File: config.mk
export PLATFORM = sky130hd
export DESIGN_NAME = my_sync_fifo
export DESIGN_NICKNAME = d
export VERILOG_FILES = /design/src/rtl/my_sync_fifo.sv
export SDC_FILE = /design/constraint.sdc
export NUM_CORES = 1
export LEC_CHECK = 0
export CAP_MARGIN = 0
export CORE_UTILIZATION = 60
export CTS_BUF_LIST = sky130_fd_sc_hd__clkbuf_2
export DETAILED_ROUTE_END_ITERATION = 10
export PLACE_DENSITY = 0.8
export SLEW_MARGIN = 20
export SYNTH_ARGS = -nofsm -noshare
export SYNTH_HDL_FRONTEND = slang
export SYNTH_SLANG_ARGS = --single-unit
File: constraint.sdc
create_clock -name myClk -period 4.75 [get_ports myClk]
set_input_delay 0.475 -clock myClk [delete_from_list [all_inputs] [get_ports myClk]]
set_output_delay 0.475 -clock myClk [all_outputs]
set_load 0.05 [all_outputs]
File: src/rtl/my_sync_fifo.sv
// Synchronous FIFO with occupancy counter, almost-full/almost-empty flags,
// sticky overflow/underflow errors, synchronous flush and a selectable
// read style (registered read or first-word-fall-through).
module my_sync_fifo #(
  parameter int unsigned MyDataWidth = 8,
  parameter int unsigned MyAddrWidth = 4,
  parameter int unsigned MyAfThr     = 12,
  parameter int unsigned MyAeThr     = 2,
  parameter bit          MyFwft      = 1'b0
) (
  input  logic                   myClk,
  input  logic                   myRst,
  input  logic                   myWreq,
  input  logic [MyDataWidth-1:0] myWdata,
  input  logic                   myRreq,
  output logic [MyDataWidth-1:0] myRdata,
  output logic                   myRvalid,
  input  logic                   myFlush,
  input  logic                   myClrErr,
  output logic                   myWfull,
  output logic                   myRempty,
  output logic                   myAlmostFull,
  output logic                   myAlmostEmpty,
  output logic [MyAddrWidth:0]   myCount,
  output logic                   myOverflow,
  output logic                   myUnderflow
);

  localparam int unsigned Depth = 1 << MyAddrWidth;
  localparam logic [MyAddrWidth:0]   DepthCnt = Depth[MyAddrWidth:0];
  localparam logic [MyAddrWidth:0]   AfCnt    = MyAfThr[MyAddrWidth:0];
  localparam logic [MyAddrWidth:0]   AeCnt    = MyAeThr[MyAddrWidth:0];
  localparam logic [MyAddrWidth-1:0] PtrOne   = {{(MyAddrWidth-1){1'b0}}, 1'b1};
  localparam logic [MyAddrWidth:0]   CntOne   = {{MyAddrWidth{1'b0}}, 1'b1};

  logic [MyDataWidth-1:0] mem_q [Depth];
  logic [MyAddrWidth-1:0] wptr_q, wptr_d, rptr_q, rptr_d;
  logic [MyAddrWidth:0]   count_q, count_d;
  logic                   ovf_q, ovf_d, udf_q, udf_d;
  logic                   wfull_s, rempty_s, wr_acc_s, rd_acc_s, ovf_set_s, udf_set_s;

  // Full/empty are decoded from the counter alone, so pointer equality never matters
  assign wfull_s   = (count_q == DepthCnt);
  assign rempty_s  = (count_q == {(MyAddrWidth+1){1'b0}});
  assign wr_acc_s  = myWreq & ~wfull_s & ~myFlush;
  assign rd_acc_s  = myRreq & ~rempty_s & ~myFlush;
  assign ovf_set_s = myWreq & wfull_s & ~myFlush;
  assign udf_set_s = myRreq & rempty_s & ~myFlush;

  assign myWfull       = wfull_s;
  assign myRempty      = rempty_s;
  assign myAlmostFull  = (count_q >= AfCnt);
  assign myAlmostEmpty = (count_q <= AeCnt);
  assign myCount       = count_q;
  assign myOverflow    = ovf_q;
  assign myUnderflow   = udf_q;

  // Next-state for pointers and occupancy; flush wins over any request
  always_comb begin
    wptr_d  = wptr_q;
    rptr_d  = rptr_q;
    count_d = count_q;
    if (myFlush) begin
      wptr_d  = {MyAddrWidth{1'b0}};
      rptr_d  = {MyAddrWidth{1'b0}};
      count_d = {(MyAddrWidth+1){1'b0}};
    end else begin
      if (wr_acc_s) begin
        wptr_d = wptr_q + PtrOne;
      end else begin
        wptr_d = wptr_q;
      end
      if (rd_acc_s) begin
        rptr_d = rptr_q + PtrOne;
      end else begin
        rptr_d = rptr_q;
      end
      case ({wr_acc_s, rd_acc_s})
        2'b10:   count_d = count_q + CntOne;
        2'b01:   count_d = count_q - CntOne;
        default: count_d = count_q;
      endcase
    end
  end

  // Sticky error flags: a new error in the same cycle beats a clear
  always_comb begin
    ovf_d = ovf_q;
    udf_d = udf_q;
    if (ovf_set_s) begin
      ovf_d = 1'b1;
    end else if (myClrErr) begin
      ovf_d = 1'b0;
    end else begin
      ovf_d = ovf_q;
    end
    if (udf_set_s) begin
      udf_d = 1'b1;
    end else if (myClrErr) begin
      udf_d = 1'b0;
    end else begin
      udf_d = udf_q;
    end
  end

  // Control state registers
  always_ff @(posedge myClk or posedge myRst) begin
    if (myRst) begin
      wptr_q  <= {MyAddrWidth{1'b0}};
      rptr_q  <= {MyAddrWidth{1'b0}};
      count_q <= {(MyAddrWidth+1){1'b0}};
      ovf_q   <= 1'b0;
      udf_q   <= 1'b0;
    end else begin
      wptr_q  <= wptr_d;
      rptr_q  <= rptr_d;
      count_q <= count_d;
      ovf_q   <= ovf_d;
      udf_q   <= udf_d;
    end
  end

  // Storage array; deliberately not reset, stale words stay hidden behind count
  always_ff @(posedge myClk) begin
    if (wr_acc_s) begin
      mem_q[wptr_q] <= myWdata;
    end
  end

  if (MyFwft == 1'b0) begin : g_reg_read
    logic [MyDataWidth-1:0] rdata_q, rdata_d;
    logic                   rvalid_q, rvalid_d;

    // Capture head word on an accepted pop; valid is a one-cycle pulse
    always_comb begin
      rdata_d  = rdata_q;
      rvalid_d = 1'b0;
      if (rd_acc_s) begin
        rdata_d  = mem_q[rptr_q];
        rvalid_d = 1'b1;
      end else begin
        rdata_d  = rdata_q;
        rvalid_d = 1'b0;
      end
    end

    // Registered read-data stage
    always_ff @(posedge myClk or posedge myRst) begin
      if (myRst) begin
        rdata_q  <= {MyDataWidth{1'b0}};
        rvalid_q <= 1'b0;
      end else begin
        rdata_q  <= rdata_d;
        rvalid_q <= rvalid_d;
      end
    end

    assign myRdata  = rdata_q;
    assign myRvalid = rvalid_q;
  end else begin : g_fwft_read
    // Head word falls through; masked to zero while empty so old data never leaks
    assign myRdata  = rempty_s ? {MyDataWidth{1'b0}} : mem_q[rptr_q];
    assign myRvalid = ~rempty_s;
  end

endmodule

# After elaboration in Yosys (flattened, before gate mapping)
# Memory sizes are Yosys's and may differ from the RTL's. A register that Yosys moved wholly into a read port is not among the register bits.
# Cells that the tools add are included.
dict set report totals {
  latch_bits 0
  ramBits 128
  mem_bits_ro 0
  output_inout_bits 20
  wordCells 45
  n_memories 1
  register_bits 16
  inputBits 14
}
dict set report classes {
  n_lt_le_gt_ge 2
  n_reduce_logical 6
  shift 0
  div_mod_pow 0
  mux 12
  n_mul 0
  bitwise 11
  addsub 4
  n_eq_ne 3
}
# memory words width rd rd_clocked_by_memory_dff wr line
set memory_table {}
lappend memory_table {mem_q 16 8 1 1 1 36} ;# logic [MyDataWidth-1:0] mem_q [Depth];
# operator n
set ops {}
lappend ops {{two-way mux 4 bit} 4}
lappend ops {{case mux 5 bit (2 select lines)} 1}
lappend ops {{adder 4 x 1 -> 4 bit, second input constant} 2}
lappend ops {{AND 1 bit} 8}
lappend ops {{nonzero test 2 bit} 4}
lappend ops {{two-way mux 1 bit} 6}
lappend ops {{adder 5 x 1 -> 5 bit, second input constant} 1}
lappend ops {{== test 5 bit, second input constant} 1}
lappend ops {{greater-or-equal comparator 5 x 4 -> 1 bit, second input constant} 1}
lappend ops {{<= comparator 5 x 2 -> 1 bit, second input constant} 1}
lappend ops {{zero test 5 bit} 1}
lappend ops {{two-way mux 5 bit} 1}
lappend ops {{subtractor 5 x 1 -> 5 bit, second input constant} 1}
lappend ops {{inverter 1 bit} 3}
lappend ops {{nonzero test 3 bit} 1}
lappend ops {{== test 2 x 1 -> 1 bit, second input constant} 1}
lappend ops {{== test 2 bit, second input constant} 1}

# Longest topological paths before layout
dict set report logic_depth {
  depth_word 7
  depth_mapped 12
  depth_no_buf 10
}

# Worst setup path before layout
# OpenSTA, ideal clock, no wires.
dict set report synth_path {
  path_type {reg2out}
  start {reg count_q[2], in the netlist myCount[2]}
  end {out myAlmostEmpty}
  setup_slack_ps 997
  path_stages_with_launch 3
  path_buffers 1
  arrival_ps 3278
  required_time_ps 4275
  cell_sequence {dfrtp_1 -> buf_2 -> a2111oi_0}
}
dict set report synth_via {
  elab_chain_len 1
}
# item line
set synth_rtl {}
lappend synth_rtl {{start: declaration} 38} ;# logic [MyAddrWidth:0] count_q, count_d;
lappend synth_rtl {{start signal: assignment} 111} ;# count_q <= {(MyAddrWidth+1){1'b0}};
lappend synth_rtl {{start signal: assignment} 117} ;# count_q <= count_d;
lappend synth_rtl {{<= comparator 5 x 2 -> 1 bit} 53} ;# assign myAlmostEmpty = (count_q <= AeCnt);
lappend synth_rtl {{end: declaration} 23} ;# output logic myAlmostEmpty,
# No other way between the ends.

# Worst setup path in the final report
dict set report layout_path {
  start {reg count_q[2], in the netlist myCount[2]}
  end {out myWfull}
}
dict set report layout_via {
  elab_chain_len 1
}
# item line
set layout_rtl {}
lappend layout_rtl {{== test 5 bit} 43} ;# assign wfull_s = (count_q == DepthCnt);
lappend layout_rtl {{end: declaration} 20} ;# output logic myWfull,
# No other way between the ends.

==> qor.txt <==
run status: complete, no violations
CP max-delay cell: clkdlybuf4s50_1
Rows: 36
Global Route met3 Usage: 5.58%
CTS hold repair buffers: 0
Core Footprint: 0.00995 mm2
most common cell in the netlist: edfxtp_1
share of synthesized area occupied by flip-flops and latches: 71.0%
crit-path max cell delay: 0.80 ns
Top FF cell, synth: edfxtp_1
yosys warns: 0
WL per Instance: 21.6 um
Worst Skew: 0.0379 ns
most used routing layer: met2
CTS tree: done
Num Clock Sinks: 152
worst skew pair latency: 0.69 ns
router iterations before antenna repair: 5
Starting Density: 62.9%
setup repair bufs after CTS: 0
final setup fails: 0
fin crit period: 3.30 ns
Clk pin slew, worst setup/hold paths: 0.25 ns
Critical Path, Cell by Cell: or4_4, nor2_1, clkdlybuf4s50_1
via count: 3319
RD Place Congestion: 0.853
Mapped Cells: 354
endpoints failing hold: 0
CTS Buf Count: 17
Synth Area per Inst: 17.7 um2
met1 Resource Use GR: 31.1%
vias per inst: 6.16
top post-synthesis cells by area: edfxtp_1 61%, mux4_2 12%, dfrtp_1 9.6%, mux2i_1 2.9%, nor2_1 1.9%
reg2reg path depth: 10
root buffer cell: clkbuf_2
GRT met2 Usage: 36.5%
max_slew headroom: 28.7%
initial antenna violation count: 0
die area: 0.0108 mm2
Port Buf Inserts: 33
Crit Path Class: flip-flop to primary output
Lkg Pwr: 2.25 nW
Yosys top cell by area: edfxtp_1
Slew Limit Fails: 0
Bufs on Longest Clock Path: 2
top cell type's share of synthesized area: 61.4%
height of the die: 104 um
max-cap check violation count: 0
number of synthesized register bits: 152
Final period util: 69.4%
Power Density: 469 mW/mm2
Die Width: 104 um
DRC: 0
Post-DRT Antenna Nets: 0
Synth cell types: 45
global route total overflow: 0
Hold Crit Class: primary input to async pin
Max Clk Rate: 303 MHz
Area Growth Syn to Fin: 10.4%
nets: 414
DRT iter0 DRCs: 282
tightest hold margin: 0.260 ns
Post-synth top cells: 128 x edfxtp_1, 32 x mux4_2, 32 x nor2_1
Worst Path Arrival: 2.82 ns
maximum vdd drop: 0.000384 V
mapped cell area: 0.00626 mm2
vias in the first global route: 3326
share of cells above drive strength 1: 19.7%
CP startpoint kind: flip-flop
deepest level of the CTS H-tree: 4
post_cts resized: 0
Routed WL: 11700 um
first-pass GRT wire length: 18100 um
CP Max Fanout: 12
num ports: 34
Worst-Margin Slew: 1.07 ns
RSZ-0062 raised after global routing: no
Syn Nets: 375
total track usage: 23.2%
Crit. End Element: primary output
EDFF count, synth: 128
async set-or-reset flop fraction in the synthesized netlist: 15.8%
DPL Wire Length: 7590 um
largest net degree at the start of global routing: 35
ant diodes: 0
setup tns final: 0 ns
WP data required: 4.28 ns
==> metal layers <==
metal  share of wire (%)  vias to the layer above  wire length, um
met1                  42                     1668             4900
met5                   0                        -                0
met3                 6.9                       23              805
met4                 2.0                        0              233
met2                  49                      150             5720
li1                    -                     1478                -
==> worst max-delay path: cells and delay by family (launching register included) <==
family        cells  cell delay, ns
simple gates      2            0.77
buf+inv           1            0.80
flops             1            0.57
==> through the flow <==
step	power (mW)	instance area [um2]	setup slack [ns]	utilization, %	cells
CTS	3.25	6910	1.42	69.4	539
floorplan	2.37	6260	0.997	-	354
global placement	2.60	6700	1.27	67.3	507
detailed placement	2.62	6700	1.20	67.3	507
global route	3.37	6910	1.31	69.4	539
finish	3.24	6910	1.45	69.4	539
==> registers in the layout (all words and copies together), names as in the netlist <==
signal,flops
mem_q,128
myCount,5
myOverflow,1
myRdata,8
myRvalid,1
myUnderflow,1
rptr_q,4
wptr_q,4
==> layout make-up <==
class                   instances  area (um2)
clock buffers                  17        85.1
clock inverters                15         128
fillers                       643        3050
inverters                       9        33.8
multi-input cells             173        1670
flip-flops and latches        152        4450
well taps                     133         166
repair buffers                 40         383
==> power by group <==
part	total, mW	leakage, nW	switching [mW]	internal [mW]
sequential	1.62	1.46	0.0963	1.52
clock	0.648	0.125	0.492	0.157
combinational	0.975	0.668	0.581	0.394
total	3.24	2.25	1.17	2.07
==> path summary, 6_finish.rpt <==
kind / slack [ns] / endpoint / from
setup / recovery: 1.45 / myWfull / myCount[2]
hold / removal: 0.26 / myCount[4] / myRst
setup reg to reg: 1.46 / myCount[4] / myCount[2]
hold reg to reg: 0.55 / myOverflow / myOverflow
min in group myClk: 0.37 / myUnderflow / myClrErr
max in group asynchronous: 3.86 / rptr_q[0] / myRst
==> placed cells by master, fill, tap and decap left out, types with 2 or more instances in the layout <==
master           instances
mux4_2                  32
a2111oi_0                2
inv_1                    8
nor2_1                  32
clkinvlp_4               3
inv_6                    8
a21oi_1                  7
buf_4                    7
nand2_1                 17
nand3_1                  3
clkbuf_2                17
o22ai_1                  2
dfrtp_1                 23
or2_2                    2
nor2b_1                  2
nor3_1                   6
clkdlybuf4s50_1         33
ha_1                     7
xor2_1                   6
o21ai_0                  2
mux2i_1                 18
inv_8                    2
nand2b_1                 5
a221oi_1                 9
edfxtp_1               128
nor4_1                   2
==> logic make-up after synthesis <==
kind of cell,synth area share (%)
flip-flops,71.0
AND/OR/NAND/NOR,6.00
adder cells (fa/ha/maj),1.56
XOR/XNOR,0.980
multiplexers,14.4
AO/OA/AOI/OAI,3.70
buffers and inverters,2.36
Note: power is estimated with default switching activity, not from simulation.
==> RTL change 1, RTL diff (config.mk and constraints unchanged) <==
`MyFwft`: 1'b0 -> 1'b1.
--- a/src/rtl/my_sync_fifo.sv
+++ b/src/rtl/my_sync_fifo.sv
@@ -7,5 +7,5 @@
   parameter int unsigned MyAfThr     = 12,
   parameter int unsigned MyAeThr     = 2,
-  parameter bit          MyFwft      = 1'b0
+  parameter bit          MyFwft      = 1'b1
 ) (
   input  logic                   myClk,
Behaviour: not the same (Yosys sat finds a counterexample within 4 cycles, from zero or initial values and one cycle with myRst high).
==> RTL change 1 against the original RTL <==
  * Cell count is 8.3% lower
  * Non-clock buffer count is 4 lower
  * Via count is 8.2% lower
  * Count of clock-buffer cells in the layout is 1 higher
  * Power is 2.8% higher
  * Clock power is 8.2% higher
  * Synthesized area is 5.4% lower
  * Wire length is 0.47% higher
  * Setup slack worse by 0.78 ns
  * Sequential cell count is 9 lower
  * Cell area is 4.1% lower
  * Critical path type unchanged
  * Largest power group unchanged
==> RTL change 1: results (changes against the original RTL) <==
Min path
  • Hold WC Path Type: in2async

Timing
  • Worst Clk Skew: 0.0284 ns (-0.00948 ns)
  • Max_slew headroom: 0.229 (-0.0581)

GRT
  • Aggregate global routing overflow: 0 (unchanged)
  • Largest net degree at the start of global routing: 35 (unchanged)
  • Vias in the first global route: 3,046 (-8.4%)
  • Initial antenna violation count: 0 (unchanged)
  • First-pass GRT wire length: 17,700 um (-1.9%)
  • GR Util All Layers: 0.257 (+0.0251)

Clock network
  • Clk pin slew, worst setup/hold paths: 0.19 ns (-0.06 ns)
  • H-tree levels: 4 (unchanged)
  • CTS resizes: 0 (unchanged)
  • Clock insertion delay at the later pin of the skew report: 0.67 ns (-0.02 ns)
  • Clock buffer depth: 2 (unchanged)
  • Root Driver: clkbuf_2
  • Post-CTS setup buffers: 0 (unchanged)
  • CTS Buf Count: 17 (unchanged)

Synthesis
  • Mux contribution to synthesized area: 0.158 (+0.0143)
  • Post-synthesis sequential area ratio: 0.712 (+0.00233)
  • Synth area leaders: edfxtp_1, mux4_2, dfrtp_1
  • Post-synthesis cell type count: 41 (-8.9%)
  • Post-Synth Adder-Cell Area: 0.0148 (-0.000804)
  • Complex-gate fraction of the synthesized area: 0.0260 (-0.0110)
  • Async set-reset flop share out of synthesis: 0.105 (-0.0530)
  • Synth Net Count: 334 (-11%)
  • Post-Synth XOR/XNOR Area: 0.0104 (+0.000557)
  • Post-synth EDFFs: 128 (unchanged)
  • Ys Warns: 0 (unchanged)
  • Synth top cells by count: edfxtp_1, mux4_2, nor2_1

Layout
  • Biggest register: mem_q
  • Diodes inserted: 0 (unchanged)
  • Largest register FFs: 128 (unchanged)
  • Net count, final: 373 (-9.9%)
  • Ratio of cells with drive above 1 in the final layout: 0.236 (+0.0386)

Worst setup path
  • CP max-delay cell: dfrtp_2
  • Max stage delay on crit path: 0.76 ns (-0.04 ns)
  • Worst Path Max Fanout: 21 (+9)
  • CP arrival: 3.60 ns (+0.78 ns)

Run status
  • Status: completed

Placed design
  • Routability cong.: 0.825 (-3.2%)
  • Port Buffer Count: 33 (unchanged)
  • Post-DP HPWL: 6820 um (-10%)

Routing
  • Via/cell ratio: 6.17 (+0.17%)
  • Pre-antenna DRT Iters: 5 (unchanged)
  • 1st-iter DRT viols: 235 (-17%)
  • Wirelength per Cell: 23.7 um (+9.6%)

Power and ir drop
  • P_leak: 2.15 nW (-4.3%)
  • Pwr Total: 3.33 mW (+2.8%)
  • Maximum VDD drop: 0.000281 V (-27%)
==> RTL change 1: worst max-delay path, delay by kind of cell (launching register included) <==
family | cells | cell delay, ns
DFF | 1 | 0.76
buffers and inverters | 2 | 0.96
and+or+nand+nor | 1 | 0.18
muxes | 2 | 1.01
==> RTL change 1: path summary, 6_finish.rpt <==
path	from	endpoint	slack [ns]	cells after the start
max reg2reg	myCount[2]	myCount[4]	1.69	11
max in group asynchronous	myRst	rptr_q[0]	4.20	2
min reg2reg	myUnderflow	myUnderflow	0.55	2
max	rptr_q[0]	myRdata[3]	0.68	5
min	myRst	myCount[1]	0.14	2
min in group myClk	myClrErr	myOverflow	0.39	2
==> RTL change 1: cell type report <==
class	count	area, sq um
Inverter	8	30.0
Fill cell	573	2790
Timing Repair Buffer	36	365
Clock buffer	18	90.1
Clock inverter	14	149
Sequential cell	143	4220
Multi-Input combinational cell	146	1610
Tap cell	129	161
==> RTL change 1: logic make-up (layout without fill, tap and decap cells) <==
group / Yosys count / count (layout)
multiplexers: 43 / 43
buffers and inverters: 24 / 76
AND/OR/NAND/NOR: 69 / 69
flip-flops: 143 / 143
XOR/XNOR: 7 / 7
adder cells (fa/ha/maj): 7 / 7
AO/OA/AOI/OAI: 20 / 20
==> RTL change 1: where the power goes <==
| group | internal [mW] | switching [mW] | total [mW] |
|---|---|---|---|
| clock network | 0.285 | 0.416 | 0.701 |
| registers | 1.41 | 0.0959 | 1.50 |
| logic | 0.482 | 0.642 | 1.12 |
| total | 2.17 | 1.15 | 3.33 |
==> RTL change 1: stage by stage <==
step           instance area (sq um)  cells  setup WS (ns)
2_1_floorplan                   5920    313           1.45
3_3_place_gp                    6380    462           1.44
3_5_place_dp                    6380    462           1.39
4_1_cts                         6620    494          0.596
5_1_grt                         6630    494          0.464
6_report                        6630    494          0.679
==> RTL change 1: per-layer routing <==
layer | wire, um | track usage | up-vias
li1 | - | - | 1324
met1 | 4370 | 0.340 | 1516
met2 | 5830 | 0.400 | 178
met3 | 1200 | 0.0738 | 29
met4 | 308 | 0.120 | 0
met5 | 0 | 0 | -
==> RTL change 2, RTL diff (config.mk and constraints unchanged) <==
Made on the original files. Put one more register stage on the output `myCount`. The value now appears one clock later. The other outputs are not delayed to match.
--- a/src/rtl/my_sync_fifo.sv
+++ b/src/rtl/my_sync_fifo.sv
@@ -52,5 +52,7 @@
   assign myAlmostFull  = (count_q >= AfCnt);
   assign myAlmostEmpty = (count_q <= AeCnt);
-  assign myCount       = count_q;
+  always_ff @(posedge myClk) begin
+    myCount <= count_q;
+  end
   assign myOverflow    = ovf_q;
   assign myUnderflow   = udf_q;
Formal check against the unedited RTL: not equivalent (Yosys sat finds a counterexample within 4 cycles, from zero or initial values and one cycle with myRst high).
==> RTL change 2 against the original RTL <==
  * Synthesized area rose by 0.64%
  * Cell area rose by 0.72%
  * Power up 5.4%
  * Wire length is 1.7% higher
  * Core utilization is 1.4 points lower
  * Fmax increased by 0.59%
  * Sequential cell count rose by 5
  * Setup slack gained 0.019 ns
  * Critical path type unchanged
  * Largest power group unchanged
==> RTL change 2: results (changes against the original RTL) <==
GRT
  • Initial antenna violation count: 0 (unchanged)
  • First-pass GRT wire length: 18,600 um (+3.0%)
  • Met2 usage: 0.361 (-0.00384)
  • GR met1 Demand/Resource: 0.344 (+0.0325)
  • Largest net degree at the start of global routing: 36 (+2.9%)
  • GR Util All Layers: 0.238 (+0.00632)
  • Vias in the first global route: 3,285 (-1.2%)

Routing
  • Met3 WL: 769 um (-4.5%)
  • Wirelength per Cell: 22.2 um (+2.6%)
  • Pre-antenna DRT Iters: 5 (unchanged)
  • Vias: 3,246 (-2.2%)
  • 1st-iter DRT viols: 264 (-6.4%)
  • WL met1: 5110 um (+4.3%)
  • Metal2 WL: 5760 um (+0.75%)

Power and ir drop
  • Seq pwr: 1.71 mW (+6%)
  • Part of the power in registers: 0.502 (+0.003)
  • Switching Fraction: 0.352 (-0.00859)
  • P_leak: 2.28 nW (+1.3%)
  • Clock-net power: 0.628 mW (-3.1%)
  • Maximum VDD drop: 0.000355 V (-7.5%)

Run status
  • Status: completed

Synthesis
  • Synth Net Count: 369 (-1.6%)
  • Synth area leaders: edfxtp_1, mux4_2, dfrtp_1
  • Async set-reset flop share out of synthesis: 0.153 (-0.00503)
  • Synth top cells by count: edfxtp_1, nor2_1, mux4_2
  • Mapped Cells: 348 (-1.7%)
  • Post-synthesis sequential area ratio: 0.721 (+0.0114)
  • Post-synthesis cell type count: 43 (-4.4%)

Placed design
  • Post-DP HPWL: 7590 um (about the same)
  • Routability cong.: 0.816 (-4.2%)
  • Dpl cell area: 6750 sq um (+0.88%)
  • Placed Instances: 502 (-0.99%)
  • Worst slack, placed: 1.46 ns (+0.259 ns)

Clock network
  • Clock insertion delay at the later pin of the skew report: 0.67 ns (-0.02 ns)
  • Clk pin slew, worst setup/hold paths: 0.22 ns (-0.03 ns)

Worst setup path
  • Worst Path Max Fanout: 9 (-3)
  • Reg2reg end: count_q[4]
  • Critical Path Start: count_q[1]
  • Max stage delay on crit path: 0.80 ns (about the same)
  • R2r setup slk: 1.94 ns (+0.48 ns)
  • CP arrival: 2.80 ns (-0.02 ns)
  • Path depth of the worst reg2reg path: 8 (-2)

Timing
  • Worst Clk Skew: 0.0314 ns (-0.00650 ns)
  • Worst Max-Slew Pin Slew: 1.01 ns (-0.0552 ns)
  • Hold slack: 0.283 ns (+0.0226 ns)

Layout
  • Ratio of cells with drive above 1 in the final layout: 0.204 (+0.00647)
  • Net count, final: 406 (-1.9%)
## RTL change 2: area by class of cell
type / instances / area (sq um)
clock inverters: 12 / 98.8
repair buffers: 37 / 360
multi-input cells: 164 / 1650
well taps: 136 / 170
flip-flops and latches: 157 / 4550
inverters: 8 / 30.0
fillers: 701 / 3270
clock buffers: 20 / 100
## RTL change 2: logic make-up (layout without fill, tap and decap cells)
group,count (synthesis),after routing,synth area share
XOR/XNOR,8,8,0.0111
multiplexers,53,53,0.149
buffers and inverters,27,77,0.0193
AO/OA/AOI/OAI,25,25,0.0306
adder cells (fa/ha/maj),7,7,0.0139
flip-flops,157,157,0.721
AND/OR/NAND/NOR,71,71,0.0548
## RTL change 2: worst max path at each step
stage / endpoint / slack [ns] / depth (start not counted)
after floorplan: myAlmostEmpty / 1.28 / 2
after global placement: count_q[4] / 1.53 / 9
after detailed placement: count_q[4] / 1.46 / 9
after CTS: myRempty / 1.43 / 4
after global routing: myRempty / 1.32 / 4
final: myRempty / 1.47 / 4
